`src/rtl/store_buffer.sv`:
```
// store_buffer
// Posted-write store buffer between the core memory stage and the data RAM.
// Word stores are queued in a circular FIFO and drained in order whenever the
// RAM grants a write slot. Loads read the RAM directly; when built with the
// STORE_BUFFER_FWD_EN macro, the youngest matching buffered store overrides
// the RAM read data.
//
// Ports:
//   clk, reset            core clock, synchronous active-high reset
//   MemWriteM             store strobe from the memory stage
//   ALUResultM[31:0]      byte address for loads/stores (bits [1:0] ignored)
//   WriteDataM[31:0]      store data
//   ReadDataM[31:0]       load data to the core (combinational)
//   MemRAddr[AW-1:0]      RAM read word address
//   MemRData[31:0]        RAM asynchronous read data
//   MemWE                 RAM write request (buffer not empty)
//   MemWAddr/MemWData     head entry presented to the RAM write port
//   MemWReady             RAM write grant
//   Empty/Full            occupancy flags
//   Overflow              sticky: a store was dropped on a full buffer
//
// Configuration macro: STORE_BUFFER_FWD_EN (store-to-load forwarding).
module store_buffer #(
  parameter int unsigned DEPTH = 4,
  parameter int unsigned AW    = 30
) (
  input  logic          clk,
  input  logic          reset,
  input  logic          MemWriteM,
  input  logic [31:0]   ALUResultM,
  input  logic [31:0]   WriteDataM,
  output logic [31:0]   ReadDataM,
  output logic [AW-1:0] MemRAddr,
  input  logic [31:0]   MemRData,
  output logic          MemWE,
  output logic [AW-1:0] MemWAddr,
  output logic [31:0]   MemWData,
  input  logic          MemWReady,
  output logic          Empty,
  output logic          Full,
  output logic          Overflow
);

  localparam int unsigned PW = (DEPTH > 1) ? $clog2(DEPTH) : 1;
  localparam int unsigned CW = PW + 1;

  logic [AW-1:0] r_addr [DEPTH];
  logic [31:0]   r_data [DEPTH];
  logic [PW-1:0] r_head;
  logic [PW-1:0] r_tail;
  logic [CW-1:0] r_count;
  logic          r_overflow;

  logic          w_empty;
  logic          w_full;
  logic          w_pop;
  logic          w_push;
  logic          w_drop;
  logic          w_unused_alu;

  // Byte-offset bits are not part of the word address.
  assign w_unused_alu = ^ALUResultM;

  assign w_empty = (r_count == '0);
  assign w_full  = (r_count == CW'(DEPTH));
  assign w_pop   = !w_empty && MemWReady;
  // A pop on the same edge frees the slot, so a full buffer still accepts.
  assign w_push  = MemWriteM && (!w_full || w_pop);
  assign w_drop  = MemWriteM && w_full && !w_pop;

  // Pointer, count and overflow state.
  always_ff @(posedge clk) begin
    if (reset) begin
      r_head     <= '0;
      r_tail     <= '0;
      r_count    <= '0;
      r_overflow <= 1'b0;
    end else begin
      if (w_push) r_tail <= r_tail + PW'(1);
      if (w_pop)  r_head <= r_head + PW'(1);
      case ({w_push, w_pop})
        2'b10:   r_count <= r_count + CW'(1);
        2'b01:   r_count <= r_count - CW'(1);
        default: r_count <= r_count;
      endcase
      if (w_drop) r_overflow <= 1'b1;
    end
  end

  // Entry storage; contents are left unreset since count gates validity.
  always_ff @(posedge clk) begin
    if (!reset && w_push) begin
      r_addr[r_tail] <= ALUResultM[AW+1:2];
      r_data[r_tail] <= WriteDataM;
    end
  end

  assign MemRAddr = ALUResultM[AW+1:2];
  assign MemWE    = !w_empty;
  assign MemWAddr = r_addr[r_head];
  assign MemWData = r_data[r_head];
  assign Empty    = w_empty;
  assign Full     = w_full;
  assign Overflow = r_overflow;

`ifdef STORE_BUFFER_FWD_EN
  logic [PW-1:0] w_idx;

  // Walk valid entries oldest to youngest; the last hit wins, which is the
  // same result as a backward search from tail-1 that stops at first match.
  always_comb begin
    ReadDataM = MemRData;
    w_idx     = r_head;
    for (int unsigned i = 0; i < DEPTH; i++) begin
      w_idx = r_head + PW'(i);
      if ((CW'(i) < r_count) && (r_addr[w_idx] == MemRAddr)) begin
        ReadDataM = r_data[w_idx];
      end
    end
  end
`else
  assign ReadDataM = MemRData;
`endif

endmodule

```
`config.mk`:
```
export PLATFORM = sky130hd
export DESIGN_NAME = store_buffer
export DESIGN_NICKNAME = d
export VERILOG_FILES = /design/src/rtl/store_buffer.sv
export SDC_FILE = /design/constraint.sdc
export NUM_CORES = 1
export LEC_CHECK = 0
export ABC_AREA = 0
export ABC_CLOCK_PERIOD_IN_PS = 2600
export BUFFER_PORTS_ARGS = -buffer_cell sky130_fd_sc_hd__buf_2
export CORE_ASPECT_RATIO = 0.8
export CORE_UTILIZATION = 49
export DETAILED_ROUTE_END_ITERATION = 12
export GPL_TIMING_DRIVEN = 0
export PLACE_DENSITY = 0.83
export SYNTH_ARGS = -nofsm -noshare
export SYNTH_HDL_FRONTEND = slang
export SYNTH_SLANG_ARGS = --single-unit
```
`constraint.sdc`:
```
create_clock -name clk -period 2.6 [get_ports clk]
set_input_delay 0.39 -clock clk [delete_from_list [all_inputs] [get_ports clk]]
set_output_delay 0.39 -clock clk [all_outputs]
set_load 0.05 [all_outputs]
```
==> impl_results.md <==
- Predominant post-synthesis flop cell: edfxtp_1
- Setup Buffers After CTS: 0
- #FFs+latches synth: 258
- Wire per inst: 19.5 um
- Post-route antenna net violation count: 0
- Worst VDD drop: 0.000527 V
- Largest cells by area after synthesis: edfxtp_1 74%, mux4_2 13%, buf_4 4.8%, dfxtp_1 2.0%, buf_12 1.2%
- Min-delay src: WriteDataM[30]
- Yosys top cell area share: about three quarters
- Non-filler instance count after layout: between 900 and 1k
- GP Congestion: about 0.73
- Final hold violations: 0
- Placed Cells: about 920
- First-pass GRT wire length: 28000 um
- Vias: about 5k
- Deepest clock path buffer count: 3
- Library cells used by synthesis: 33
- Die area: between 20000 and 25000 um^2
- WP buf/inv: 2
- Final Net Count: 785
- Vias in the first global route: about 5.3k
- DR pass1 iterations: 4
- Synth Cell Area: between 10000 and 15000 um^2
- Status: finished, final reports clean
- Final wirelength: around 19000 um
- H-tree depth: 1
- RSZ-0062 raised after global routing: false
- Fmax: approximately 410 MHz
- Ys async rst share: 0%
- Final period utilization: roughly 95%
- Syn_area_per_cell: 22.1 um^2
- Syn Nets: between 500 and 600
- Slew headroom: between 60% and 70%
- Startpoint Class: flip-flop
- YS warnings: 0
- Synth Instances: 458
- Initial DRC count: roughly 270
- Hold depth: 1
- Num CTS Buffers: 25
- # rows: 46
- R2R setup slack: between 0.4 and 0.5 ns
- Antenna diodes: 0
- Setup crit end kind: output pin
- Seq/Total Area, Yosys: between 70% and 80%
- Fillers: about 1.4k
- Crit path cell chain: buf_2 > mux4_2 > buf_2
- Worst Hold Path EP: r_data[0][30]$_DFFE_PP_
- Via density: between 5 and 6
- Top cell family by delay on the critical path: buffers and inverters
- HPWL Detailed: approximately 12000 um
- Slowest cell on the critical path: dfxtp_1
- Critical Path RT: roughly 2.2 ns
- Core Area: roughly 20000 um^2
- Initial antenna violation count: 0
- Max incr delay on CP: approximately 0.58 ns
- Post-CTS Resized: 0
- Leak: between 4 and 5 nW
- Ports: between 200 and 250
- Most instantiated library cell after synthesis: edfxtp_1
- Crit path arrival time: 2.07 ns
- Gr usage total: roughly 18%
- Post-layout minimum cycle time: ~2.5 ns
- DR DRC count: 0
- Worst-skew pair later-pin latency: roughly 0.52 ns
- Number of setup violations in the final report: 0
- Worst reg2reg path startpoint: r_count[2]$_SDFFE_PP0P_
- Hold WC Path Type: input port to flip-flop
- Largest net degree at the start of global routing: 51
- Fin Setup TNS: 0 ns
- Die H: ~130 um
- CTS root buf: clkbuf_16
- Length in cells of the worst reg-to-reg path: 5
- Total global routing overflow: 0
- Post-synth top cells: 248 x edfxtp_1, 65 x buf_4, 60 x mux4_2
- Cts hold-fix bufs: 0
- Slew @ Worst Pin: between 0.5 and 0.6 ns
- EDFF count, synth: between 200 and 250
- Clock-pin slew on the worst setup and hold paths: approximately 0.060 ns
- IO Port Bufs: 192
- Crit-path most repeated cell: buf_2
- CTS Sinks: between 200 and 300
- CTS tree: yes
- Hold WS: approximately 0.082 ns
- Area grow syn2layout: 22.4%
- FF-to-FF End: r_addr[1][27]$_DFFE_PP_
- Max-cap violations: 0
- Worst-case clock skew: between 0.015 and 0.02 ns
- Share of cells above drive strength 1: between 50% and 60%
- Pwr Density: ~850 nW/um^2
- Crit-path max FO: 10
- Die width: about 160 um
- Critical path type: flip-flop to output pin
- Initial core utilization: between 50% and 60%
- Max-slew violations: 0
- Post-synth top area cell: edfxtp_1
==> where the power goes <==
| part | internal [mW] | switching (mW) | leakage, nW |
|---|---|---|---|
| Clock | 2.22 | 1.48 | 0.414 |
| Combinational | 0.716 | 1.42 | 1.70 |
| Sequential | 4.68 | 0.0333 | 2.33 |
==> metrics by stage <==
| step | worst slack [ns] | util, % | total power, mW | instance area, um^2 |
|---|---|---|---|---|
| 5_1_grt | 0.0374 | 61.7 | 10.9 | 12400 |
| 3_3_place_gp | -0.247 | 56.9 | 6.91 | 11400 |
| 3_5_place_dp | 0.297 | 57.5 | 6.97 | 11500 |
| 2_1_floorplan | 0.467 | - | 6.48 | 10100 |
| 6_report | 0.136 | 61.7 | 10.6 | 12400 |
| 4_1_cts | 0.0562 | 61.7 | 10.7 | 12400 |
==> cell families (layout without fill, tap and decap cells) <==
| logic type | after synthesis | count (layout) | share of synthesized area, % |
|---|---|---|---|
| AOI/OAI and AO/OA | 16 | 16 | 1.03 |
| xor gates and xnor gates | 4 | 4 | 0.347 |
| adders and majority gates | 5 | 5 | 0.694 |
| buffers and inverters | 89 | 330 | 6.86 |
| DFF | 258 | 258 | 75.7 |
| muxes | 62 | 62 | 13.9 |
| and+or+nand+nor | 24 | 24 | 1.46 |
==> worst max-delay path by stage <==
stage | slack, ns | from | to | cells after the start
detailed placement | 0.30 | MemWriteM | r_data[0][3]$_DFFE_PP_ | 6
CTS | 0.06 | flip-flop | MemWAddr[14] | 3
global placement | -0.25 | MemWriteM | r_data[2][16]$_DFFE_PP_ | 5
floorplan | 0.47 | MemWriteM | r_addr[0][0]$_DFFE_PP_ | 4
finish | 0.14 | flip-flop | MemWData[13] | 3
global route | 0.04 | flip-flop | MemWData[18] | 3
==> sequential cells by signal, summed over array words and instances, names as in the netlist, named ones only <==
register / cells
r_tail: 2
r_data: 128
r_addr: 120
r_head: 2
Overflow: 1
r_count: 3
==> layout by cell type (no fill, tap or decap), types with 2 or more instances in the layout <==
master / count
and2_4: 4
buf_4: 65
o211ai_1: 2
nand3b_1: 2
xor2_1: 3
nand3_1: 3
o21ai_0: 3
buf_12: 6
clkbuf_16: 25
dfxtp_1: 10
a21oi_1: 5
clkbuf_8: 2
mux4_1: 2
clkinvlp_4: 3
ha_1: 4
buf_16: 4
edfxtp_1: 248
bufinv_16: 4
nor2_1: 6
clkinv_1: 2
clkbuf_1: 4
mux4_2: 60
inv_1: 7
clkinv_2: 5
or3_1: 3
buf_2: 200
==> per-layer routing <==
| metal | vias up | wire length (um) | GRT usage, % |
|---|---|---|---|
| li1 | 2243 | - | - |
| met1 | 2578 | 7530 | 21.8 |
| met2 | 211 | 9840 | 32.2 |
| met3 | 21 | 1010 | 3.06 |
| met4 | 0 | 376 | 5.11 |
| met5 | - | 0 | 0 |
==> final cells by class <==
cell class / instances / area (um^2) / share of cell area, %
well taps: 264 / 330 / 2.67
plain buffers: 81 / 663 / 5.36
inverters: 7 / 26.3 / 0.212
repair buffers: 196 / 1070 / 8.66
clock buffers: 30 / 664 / 5.37
multi-input cells: 111 / 1770 / 14.3
clock inverters: 16 / 193 / 1.56
flip-flops and latches: 258 / 7650 / 61.8
Power figures use the tool's default switching activity.
